**src/rtl/id_pkg.sv**
```systemverilog
// id_pkg: shared types and constants for the instruction-decode stage.
//   - RV32I major opcode constants
//   - alu_op_t  : ALU operation codes driven to execute
//   - imm_fmt_t : immediate format selector for imm_gen
//   - ctrl_t    : bundle of decoded control signals
//   - RESET_INST_DEFAULT : instruction register value after reset (ADDI x0,x0,0)
package id_pkg;

    localparam logic [6:0] OPC_LUI    = 7'b0110111;
    localparam logic [6:0] OPC_AUIPC  = 7'b0010111;
    localparam logic [6:0] OPC_JAL    = 7'b1101111;
    localparam logic [6:0] OPC_JALR   = 7'b1100111;
    localparam logic [6:0] OPC_BRANCH = 7'b1100011;
    localparam logic [6:0] OPC_LOAD   = 7'b0000011;
    localparam logic [6:0] OPC_STORE  = 7'b0100011;
    localparam logic [6:0] OPC_OP_IMM = 7'b0010011;
    localparam logic [6:0] OPC_OP     = 7'b0110011;

    localparam logic [31:0] RESET_INST_DEFAULT = 32'h0000_0013;

    typedef enum logic [3:0] {
        ALU_ADD,
        ALU_SUB,
        ALU_SLL,
        ALU_SLT,
        ALU_SLTU,
        ALU_XOR,
        ALU_SRL,
        ALU_SRA,
        ALU_OR,
        ALU_AND,
        ALU_SEQ,
        ALU_SNE,
        ALU_SGE,
        ALU_SGEU,
        ALU_PASSB
    } alu_op_t;

    typedef enum logic [2:0] {
        IMM_I,
        IMM_S,
        IMM_B,
        IMM_U,
        IMM_J,
        IMM_NONE
    } imm_fmt_t;

    typedef struct packed {
        logic    branch;
        logic    jump;
        logic    mem_read;
        logic    mem_write;
        logic    reg_write;
        logic    alu_src;
        alu_op_t alu_op;
    } ctrl_t;

    // Arithmetic op for OP / OP-IMM. SUB exists only in the register form;
    // in OP-IMM bit 30 is part of the immediate except for SRAI.
    function automatic alu_op_t arith_op(input logic [2:0] funct3,
                                         input logic       alt,
                                         input logic       is_reg);
        alu_op_t op;
        case (funct3)
            3'b000:  op = (alt && is_reg) ? ALU_SUB : ALU_ADD;
            3'b001:  op = ALU_SLL;
            3'b010:  op = ALU_SLT;
            3'b011:  op = ALU_SLTU;
            3'b100:  op = ALU_XOR;
            3'b101:  op = alt ? ALU_SRA : ALU_SRL;
            3'b110:  op = ALU_OR;
            default: op = ALU_AND;
        endcase
        return op;
    endfunction

    // Branch compare op: execute's flag is asserted exactly when the
    // branch condition holds, so the comparison is named after the condition.
    function automatic alu_op_t branch_op(input logic [2:0] funct3);
        alu_op_t op;
        case (funct3)
            3'b001:  op = ALU_SNE;
            3'b100:  op = ALU_SLT;
            3'b101:  op = ALU_SGE;
            3'b110:  op = ALU_SLTU;
            3'b111:  op = ALU_SGEU;
            default: op = ALU_SEQ;
        endcase
        return op;
    endfunction

endpackage

```
**src/rtl/id_stage_imm_gen.sv**
```systemverilog
// imm_gen: combinational immediate generator.
//   inst : instruction bits [31:7] (the opcode field carries no immediate bits)
//   fmt  : immediate format
//   imme : sign-extended byte-offset immediate (0 for IMM_NONE)
module imm_gen
    import id_pkg::*;
(
    input  logic [31:7] inst,
    input  imm_fmt_t    fmt,
    output logic [31:0] imme
);

    always_comb begin
        imme = '0;
        case (fmt)
            IMM_I: imme = {{20{inst[31]}}, inst[31:20]};
            IMM_S: imme = {{20{inst[31]}}, inst[31:25], inst[11:7]};
            IMM_B: imme = {{19{inst[31]}}, inst[31], inst[7], inst[30:25], inst[11:8], 1'b0};
            IMM_U: imme = {inst[31:12], 12'b0};
            IMM_J: imme = {{11{inst[31]}}, inst[31], inst[19:12], inst[20], inst[30:21], 1'b0};
            default: imme = '0;
        endcase
    end

endmodule

```
**src/rtl/id_stage.sv**
```systemverilog
// id_stage: instruction-decode stage of the multi-cycle core.
// Starts on IF_kick_up, captures the instruction word one cycle later, and
// presents registered decode results with a one-cycle ID_kick_up token.
//
// Ports:
//   clk, reset (async, active-low)
//   IF_kick_up, inst_mem_read_addr, inst_mem_read_data  - from fetch / imem
//   ID_kick_up, ID_pc, imme, rs1_addr, rs2_addr, rd_addr - to execute
//   Controller_*                                        - decoded controls
//   ID_illegal                                          - sticky illegal-opcode flag
//
// Build option: ID_ILLEGAL_TRAP_EN - when defined, an unsupported opcode sets
// ID_illegal and parks the FSM in DONE without ID_kick_up. When undefined,
// ID_illegal is 0 and unsupported opcodes decode as NOP.
//
// state  | meaning
// -------+-----------------------------------------------------------
// IDLE   | waiting for IF_kick_up
// WAIT   | PC latched, instruction memory read in flight
// DONE   | IR and decoded outputs valid, ID_kick_up asserted (or trapped)
module id_stage
    import id_pkg::*;
#(
    parameter logic [31:0] RESET_INST = RESET_INST_DEFAULT
) (
    input  logic        clk,
    input  logic        reset,
    input  logic        IF_kick_up,
    input  logic [31:0] inst_mem_read_addr,
    input  logic [31:0] inst_mem_read_data,
    output logic        ID_kick_up,
    output logic [31:0] ID_pc,
    output logic [31:0] imme,
    output logic [4:0]  rs1_addr,
    output logic [4:0]  rs2_addr,
    output logic [4:0]  rd_addr,
    output logic        Controller_branch,
    output logic        Controller_jump,
    output logic        Controller_mem_read,
    output logic        Controller_mem_write,
    output logic        Controller_reg_write,
    output logic        Controller_alu_src,
    output logic [3:0]  Controller_alu_op,
    output logic        ID_illegal
);

`ifdef ID_ILLEGAL_TRAP_EN
    localparam logic TRAP_EN = 1'b1;
`else
    localparam logic TRAP_EN = 1'b0;
`endif

    typedef enum logic [1:0] {
        S_IDLE,
        S_WAIT,
        S_DONE
    } state_t;

    state_t      state_q,   state_d;
    logic [31:0] pc_q,      pc_d;
    logic [31:0] ir_q,      ir_d;
    logic [31:0] id_pc_q,   id_pc_d;
    logic [31:0] imme_q,    imme_d;
    logic [4:0]  rs1_q,     rs1_d;
    logic [4:0]  rs2_q,     rs2_d;
    logic [4:0]  rd_q,      rd_d;
    ctrl_t       ctrl_q,    ctrl_d;
    logic        kick_q,    kick_d;
    logic        illegal_q, illegal_d;

    ctrl_t       ctrl_dec;
    imm_fmt_t    fmt_dec;
    logic [4:0]  rd_dec;
    logic        illegal_dec;
    logic [31:0] imm_dec;

    // IR loads on the WAIT->DONE edge; decoding ir_d lets the decoded outputs
    // be registered on that same edge.
    assign ir_d = (state_q == S_WAIT) ? inst_mem_read_data : ir_q;

    always_comb begin
        ctrl_dec        = '0;
        ctrl_dec.alu_op = ALU_ADD;
        fmt_dec         = IMM_NONE;
        rd_dec          = ir_d[11:7];
        illegal_dec     = 1'b0;
        case (ir_d[6:0])
            OPC_LUI: begin
                ctrl_dec.reg_write = 1'b1;
                ctrl_dec.alu_src   = 1'b1;
                ctrl_dec.alu_op    = ALU_PASSB;
                fmt_dec            = IMM_U;
            end
            OPC_AUIPC: begin
                ctrl_dec.reg_write = 1'b1;
                ctrl_dec.alu_src   = 1'b1;
                fmt_dec            = IMM_U;
            end
            OPC_JAL: begin
                ctrl_dec.jump      = 1'b1;
                ctrl_dec.reg_write = 1'b1;
                ctrl_dec.alu_src   = 1'b1;
                fmt_dec            = IMM_J;
            end
            OPC_JALR: begin
                ctrl_dec.jump      = 1'b1;
                ctrl_dec.reg_write = 1'b1;
                ctrl_dec.alu_src   = 1'b1;
                fmt_dec            = IMM_I;
            end
            OPC_BRANCH: begin
                ctrl_dec.branch = 1'b1;
                ctrl_dec.alu_op = branch_op(ir_d[14:12]);
                fmt_dec         = IMM_B;
                rd_dec          = '0;
            end
            OPC_LOAD: begin
                ctrl_dec.mem_read  = 1'b1;
                ctrl_dec.reg_write = 1'b1;
                ctrl_dec.alu_src   = 1'b1;
                fmt_dec            = IMM_I;
            end
            OPC_STORE: begin
                ctrl_dec.mem_write = 1'b1;
                ctrl_dec.alu_src   = 1'b1;
                fmt_dec            = IMM_S;
                rd_dec             = '0;
            end
            OPC_OP_IMM: begin
                ctrl_dec.reg_write = 1'b1;
                ctrl_dec.alu_src   = 1'b1;
                ctrl_dec.alu_op    = arith_op(ir_d[14:12], ir_d[30], 1'b0);
                fmt_dec            = IMM_I;
            end
            OPC_OP: begin
                ctrl_dec.reg_write = 1'b1;
                ctrl_dec.alu_op    = arith_op(ir_d[14:12], ir_d[30], 1'b1);
            end
            default: illegal_dec = 1'b1;
        endcase
        // Writes to x0 are discarded here so execute/writeback never see them.
        if (rd_dec == 5'd0) begin
            ctrl_dec.reg_write = 1'b0;
        end
    end

    imm_gen u_imm_gen (
        .inst (ir_d[31:7]),
        .fmt  (fmt_dec),
        .imme (imm_dec)
    );

    always_comb begin
        state_d   = state_q;
        pc_d      = pc_q;
        id_pc_d   = id_pc_q;
        imme_d    = imme_q;
        rs1_d     = rs1_q;
        rs2_d     = rs2_q;
        rd_d      = rd_q;
        ctrl_d    = ctrl_q;
        kick_d    = 1'b0;
        illegal_d = illegal_q;
        case (state_q)
            S_IDLE: begin
                if (IF_kick_up) begin
                    state_d = S_WAIT;
                    pc_d    = inst_mem_read_addr;
                end
            end
            S_WAIT: begin
                state_d = S_DONE;
                id_pc_d = pc_q;
                imme_d  = imm_dec;
                rs1_d   = ir_d[19:15];
                rs2_d   = ir_d[24:20];
                rd_d    = rd_dec;
                ctrl_d  = ctrl_dec;
                if (TRAP_EN && illegal_dec) begin
                    illegal_d = 1'b1;
                end else begin
                    kick_d = 1'b1;
                end
            end
            S_DONE: begin
                // A trapped decode parks here until reset.
                if (!illegal_q) begin
                    state_d = S_IDLE;
                end
            end
            default: state_d = S_IDLE;
        endcase
    end

    always_ff @(posedge clk or negedge reset) begin
        if (!reset) begin
            state_q   <= S_IDLE;
            pc_q      <= '0;
            ir_q      <= RESET_INST;
            id_pc_q   <= '0;
            imme_q    <= '0;
            rs1_q     <= '0;
            rs2_q     <= '0;
            rd_q      <= '0;
            ctrl_q    <= '0;
            kick_q    <= 1'b0;
            illegal_q <= 1'b0;
        end else begin
            state_q   <= state_d;
            pc_q      <= pc_d;
            ir_q      <= ir_d;
            id_pc_q   <= id_pc_d;
            imme_q    <= imme_d;
            rs1_q     <= rs1_d;
            rs2_q     <= rs2_d;
            rd_q      <= rd_d;
            ctrl_q    <= ctrl_d;
            kick_q    <= kick_d;
            illegal_q <= illegal_d;
        end
    end

    assign ID_kick_up           = kick_q;
    assign ID_pc                = id_pc_q;
    assign imme                 = imme_q;
    assign rs1_addr             = rs1_q;
    assign rs2_addr             = rs2_q;
    assign rd_addr              = rd_q;
    assign Controller_branch    = ctrl_q.branch;
    assign Controller_jump      = ctrl_q.jump;
    assign Controller_mem_read  = ctrl_q.mem_read;
    assign Controller_mem_write = ctrl_q.mem_write;
    assign Controller_reg_write = ctrl_q.reg_write;
    assign Controller_alu_src   = ctrl_q.alu_src;
    assign Controller_alu_op    = ctrl_q.alu_op;

`ifdef ID_ILLEGAL_TRAP_EN
    assign ID_illegal = illegal_q;
`else
    assign ID_illegal = 1'b0;
`endif

endmodule
```
**config.mk**
```make
export PLATFORM = sky130hd
export DESIGN_NAME = id_stage
export DESIGN_NICKNAME = d
export VERILOG_FILES = /design/src/rtl/id_pkg.sv /design/src/rtl/id_stage_imm_gen.sv /design/src/rtl/id_stage.sv
export SDC_FILE = /design/constraint.sdc
export NUM_CORES = 1
export LEC_CHECK = 0
export BUFFER_PORTS_ARGS = -buffer_cell sky130_fd_sc_hd__buf_2
export CAP_MARGIN = 20
export CORE_ASPECT_RATIO = 0.7
export CORE_MARGIN = 1.5
export CORE_UTILIZATION = 40
export CTS_CLUSTER_SIZE = 16
export DETAILED_ROUTE_END_ITERATION = 16
export HOLD_SLACK_MARGIN = 0.12
export PLACE_DENSITY_LB_ADDON = 0.15
export SLEW_MARGIN = 20
export SYNTH_ARGS = -nofsm -noshare
export SYNTH_HDL_FRONTEND = slang
export SYNTH_SLANG_ARGS = --single-unit
```
**constraint.sdc**
```tcl
create_clock -name clk -period 3.8 [get_ports clk]
set_clock_uncertainty 0.05 [all_clocks]
set_input_delay 0 -clock clk [delete_from_list [all_inputs] [get_ports clk]]
set_output_delay 0 -clock clk [all_outputs]
set_load 0.02 [all_outputs]
```
Yosys cells after proc, flatten, opt, wreduce, memory -nomap -nowiden
Index checks and enable logic that the tools add are counted.
{ "word_totals": {"register_bits": 156, "inputBits": 67, "out_inout_bits": 91, "wordCells": 69} }
{ "classes": {"eq_ne": 22, "n_mux": 20, "reduce_logical": 11} }
{ "op_table": {"columns": ["operator", "n"], "rows": [
  ["one-hot mux 32 bit (5 select lines)", 1],
  ["one-hot mux 4 bit (7 select lines)", 2],
  ["two-way mux 32 bit", 1],
  ["== test 7 x 6 -> 1 bit, second input constant", 3],
  ["== test 7 bit, second input constant", 3],
  ["one-hot mux 4 bit (5 select lines)", 1],
  ["one-hot mux 4 bit (4 select lines)", 1],
  ["== test 3 bit, second input constant", 5],
  ["one-hot mux 3 bit (5 select lines)", 1],
  ["== test 7 x 5 -> 1 bit, second input constant", 2],
  ["OR reduction 7 bit", 2],
  ["== test 3 x 2 -> 1 bit, second input constant", 4],
  ["two-way mux 1 bit", 10],
  ["== test 7 x 2 -> 1 bit, second input constant", 1],
  ["== test 3 x 1 -> 1 bit, second input constant", 2],
  ["zero test 3 bit", 2],
  ["OR reduction 2 bit", 3],
  ["zero test 5 bit", 1],
  ["two-way mux 5 bit", 1],
  ["one-hot mux 2 bit (2 select lines)", 1],
  ["OR reduction 3 bit", 1],
  ["== test 2 x 1 -> 1 bit, second input constant", 1],
  ["zero test 2 bit", 1],
  ["two-way mux 2 bit", 1],
  ["2 further kinds", 2]
]} }

Depth between registers and ports, before layout
{ "depth": {"ltp_word": 7, "ltp_mapped": 11, "mapped_depth_nobuf": 8} }

Modules after synthesis
From an unflattened synthesis, not the netlist that was laid out.
{ "unflattened": {"hier_cells": 720, "hier_area_um2": 6747.7} }
{ "by_module_without_submodules": {"columns": ["module", "instances", "cells_per_inst", "area_each_um2", "seq_area_each_um2"], "rows": [
  ["id_stage", 1, 626, 6207.2, 3907.5],
  ["imm_gen", 1, 94, 540.5, 0.0]
]} }

Worst setup path after synthesis
No wires, ideal clock.
{ "synth_timing": {"kind": "register to register", "from": "register state_q[1]", "to": "register imme_q[21] (netlist: imme[21])", "setup_time_ns": 0.116, "arrival_ns": 2.227, "required_time_ns": 3.634, "slack_ns": 1.407, "path_stages_with_launch": 11, "path_buffers": 3, "synth_period_minus_slack_ns": 2.393, "cell_sequence": "dfrtp_1 nand2b_1 buf_4 inv_4 mux2_4 or4_1 buf_2 nand2_2 o211ai_1 buf_2 o311ai_0"} }
{ "synth_via": {"elab_chain_len": 7, "elab_cells_between_ends": 19, "cone_classes": "13 x eq/ne; 3 x mux; 3 x reduce/logical"} }
{ "synth_rtl": {"columns": ["item", "line_no", "text"], "rows": [
  ["start: declaration", "id_stage.sv:59", "state_t state_q, state_d;"],
  ["start signal: assignment", "id_stage.sv:209", "state_q <= state_d;"],
  ["== test 2 x 1 -> 1 bit (*)", "id_stage.sv:79", "assign ir_d = (state_q == S_WAIT) ? inst_mem_read_data : ir_q;"],
  ["two-way mux 32 bit (*)", "id_stage.sv:79", null],
  ["named net ir_d[6]", "id_stage.sv:61", "logic [31:0] ir_q, ir_d;"],
  ["== test 7 x 5 -> 1 bit, or another cell as far along", null, null],
  ["OR reduction 3 bit (no line) / OR reduction 2 bit (equally long branches)", null, null],
  ["one-hot mux 3 bit (5 select lines) (*)", "id_stage.sv:87", "case (ir_d[6:0])"],
  ["== test 3 bit, or another cell as far along", "id_stage_imm_gen.sv:15", "case (fmt)"],
  ["one-hot mux 32 bit (5 select lines) (*)", "id_stage_imm_gen.sv:15", null],
  ["end signal: assignment", "id_stage.sv:213", "imme_q <= imme_d;"],
  ["end: declaration", "id_stage.sv:63", "logic [31:0] imme_q, imme_d;"]
]} }
The timed path passes the listed nets; every way through them passes the cells marked *.
A chain may end at the register's enable or synchronous reset.

Final worst setup path
{ "layout_timing": {"from": "register state_q[1]", "to": "register imme_q[23] (netlist: imme[23])"} }
{ "layout_via": {"elab_chain_len": 7, "elab_cells_between_ends": 19, "cone_classes": "13 x eq/ne; 3 x mux; 3 x reduce/logical"} }
{ "layout_rtl": {"columns": ["item", "line_no"], "rows": [
  ["== test 2 x 1 -> 1 bit (*)", "id_stage.sv:79, id_stage.sv:164"],
  ["two-way mux 32 bit", "id_stage.sv:79"],
  ["== test 7 x 5 -> 1 bit, or another cell as far along", null],
  ["OR reduction 3 bit (no line) / OR reduction 2 bit (equally long branches)", null],
  ["one-hot mux 3 bit (5 select lines)", "id_stage.sv:87"],
  ["== test 3 bit, or another cell as far along", "id_stage_imm_gen.sv:15"],
  ["one-hot mux 32 bit (5 select lines)", "id_stage_imm_gen.sv:15"]
]} }
Every way passes the cells marked *; elsewhere a longest branch is shown, timed or not.

==> flow_summary.yaml <==
synthesis:
  synth-seq-area-share_pct: 60.2
  synth_cell_types: 53
  synth_edf_count: 0
  synthesis.area_mm2: 0.00570
  async_flop_share_pct: 100
  mappedNetlistNets: 605
  ys_ff_latch: 137
  syn_inst: 538
  ys.flop_type: "dfrtp_1"
  synth.avg_cell_area_um2: 10.6
  ys_warn_count: 0
worst_setup_path:
  reg2reg_from: "state_q[1]$_DFFE_PN0P_"
  critPathKind: "reg -> reg"
  crit_chain: "nand2b_4, buf_4, mux2i_1, nand4_2, nand2_2, o211ai_1, o311ai_0"
  startpoint_type: "register"
  end_kind: "register"
  max_stage_delay_ns: 0.72
  setup.worst_path.start: "state_q[1]$_DFFE_PN0P_"
  crit_path_end: "imme[23]$_DFFE_PN0P_"
  rr_worst_depth: 7
  worst_path_max_delay_cell: "o211ai_1"
  worst-r2r-setup-slack_ns: 0.75
  r2r-end: "imme[23]$_DFFE_PN0P_"
  critical_path_required_ns: 3.95
  cp_max_fo: 36
  arrival_ns: 3.20
power_and_ir_drop:
  power_density_mw_per_mm2: 640
  leakage_uw: 0.00395
  vdd_ir_drop_max_mv: 0.346
  finalPower_uw: 5050
place:
  gp_congestion: 0.818
  dp_hpwl_um: 10100
  numPortBuffers: 156
grt:
  grt_remaining_overflow: 0
  grt_pass1_wl_um: 24100
  antenna_found_initial: 0
  grt.total_usage_pct: 20.6
  grt_pass1_vias: 4581
  grt_max_degree: 110
final_layout:
  drive_gt1_share_pct: 32.6
  syn_to_final_growth_pct: 38.4
  nets: 821
  antenna_cells: 0
floorplan:
  rows: 36
  fp.dieArea_mm2: 0.0150
  num_io_pins: 158
  core_mm2: 0.0139
  die_w_um: 146
  initial_core_util_pct: 41.0
  die_h_um: 103
drt:
  vias_per_cell: 4.96
  drc: 0
  vias: 4738
  ant_nets: 0
  firstDrtPassIters: 5
  drt_iter0_drc: 240
  routed_wirelength_um: 15000
  wl_per_cell_um: 15.7
clock_tree:
  ctsHtreeMaxLevel: 4
  cts_sinks: 137
  cts_buffer_depth: 2
  cts_tree: "yes"
  clkSlewWorstSetupHoldPaths_ns: 0.06
  numCtsBuffers: 17
  post_cts_resized: 0
  clk_latency_ns: 0.40
  cts_root_buffer: "clkbuf_16"
sta:
  timing.final.crit_period_ns: 3.05
  hold_violations: 0
  max_slew.worst_pin.slew_ns: 0.971
  max_slew_margin_pct: 35.3
  setup_viol: 0
  tns_ns: 0
  slew_viol_final: 0
  max_freq_mhz: 328
  fin_crit_sh_pct: 80.2
  rsz0062_at_grt: "no"
run_status:
  status: "completed"
job:
  drv_cap: 0
min_path:
  min_path_type: "in -> reg"
==> logic make-up after synthesis <==
group | count (synthesis) | synth area share, %
mux | 43 | 8.69
compound gates | 82 | 10.6
buf+inv | 41 | 2.96
simple gates | 234 | 17.5
flops | 137 | 60.2
other cells | 1 | 0.0657
==> layout make-up <==
| type | count | area, um2 |
|---|---|---|
| Fill cell | 1232 | 6020 |
| Sequential cell | 137 | 3430 |
| Multi-Input combinational cell | 360 | 2120 |
| Timing Repair Buffer | 228 | 1490 |
| Clock buffer | 18 | 429 |
| Tap cell | 190 | 238 |
| Clock inverter | 13 | 146 |
| Inverter | 10 | 40.0 |
==> cells in the mapped netlist (7+ instances only) <==
master | n | area [um2]
inv_1 | 8 | 30.0
nand3_1 | 15 | 75.1
a22o_1 | 8 | 70.1
clkbuf_1 | 18 | 67.6
dfrtp_1 | 134 | 3350
nor2_1 | 19 | 71.3
o311ai_0 | 8 | 70.1
a21oi_1 | 17 | 85.1
buf_1 | 7 | 26.3
o21ai_0 | 14 | 70.1
nand2_1 | 177 | 664
mux2_2 | 38 | 428
==> timing repair <==
action                                  in CTS  in global routing
hold endpoints to repair                   204                  0
endpoints found under the setup margin       0                  0
setup buffers                                0                  0
hold buffers                                66                  0
==> worst max-delay path, delay by kind of cell (launching register included) <==
family / cells / cell delay, ns
simple gates: 3 / 0.65
compound gates: 2 / 1.02
buf+inv: 1 / 0.38
flops: 1 / 0.42
mux: 1 / 0.31
==> worst min-delay path by stage <==
stage,from,endpoint,slack (ns),cells past startpoint
finish,IF_kick_up,state_q[0]$_DFFE_PN0P_,0.16,3
floorplan,reset,Controller_alu_op[0]$_DFFE_PN0P_,-0.35,0
CTS,IF_kick_up,state_q[0]$_DFFE_PN0P_,0.17,3
detailed placement,reset,ID_pc[3]$_DFFE_PN0P_,0.16,1
global route,IF_kick_up,state_q[0]$_DFFE_PN0P_,0.19,3
global placement,reset,ID_pc[3]$_DFFE_PN0P_,0.15,1
==> through the flow <==
step,worst slack (ns),hold WS (ns),instances,utilization [%],instance area [um2]
detailed placement,0.768,0.156,859,47.8,6660
CTS,0.746,0.168,956,56.7,7890
global placement,0.939,0.145,859,47.8,6660
global route,0.417,0.193,956,56.7,7890
floorplan,1.41,-0.346,538,-,5700
finish,0.751,0.160,956,56.7,7890
==> routing by layer <==
metal  vias to the layer above  GRT usage [%]  wire [um]
met4                         0           4.87        120
li1                       2278              -          -
met5                         -              0          0
met1                      2309           30.6       7350
met3                         8           4.47        770
met2                       143           30.8       6720
==> layout by cell type (no fill, tap or decap), types with 3 or more instances in the layout <==
cell,Yosys,final
a21oi_1,17,17
a221oi_1,4,4
a222oi_1,3,3
a22o_1,8,8
a22oi_1,5,5
a31oi_1,6,6
buf_2,4,155
buf_4,2,6
clkbuf_16,0,17
clkinv_4,0,4
dfrtp_1,134,134
dfstp_2,3,3
dlygate4sd3_1,0,66
inv_1,8,8
inv_6,0,3
mux2_2,38,38
mux2i_1,3,3
nand2_1,177,177
nand3_1,15,15
nor2_1,19,19
nor3_1,3,3
o211ai_1,3,3
o21ai_0,14,14
o311ai_0,8,8
o31ai_1,3,3
==> where the power goes <==
| group | switching [uW] | leakage (uW) | internal [uW] |
|---|---|---|---|
| registers | 206 | 0.00171 | 1850 |
| logic | 883 | 0.00196 | 519 |
| clock network | 627 | 0.000277 | 970 |
| total | 1720 | 0.00395 | 3340 |
==> sequential cells by signal, indices dropped and copies added, names as in the netlist, 2 cells and up <==
signal             cells
rs1_addr               5
ir_q                  13
state_q                2
ID_pc                 32
rs2_addr               5
rd_addr                5
Controller_alu_op      4
pc_q                  32
imme                  32
Note: power is estimated with default switching activity, not from simulation.
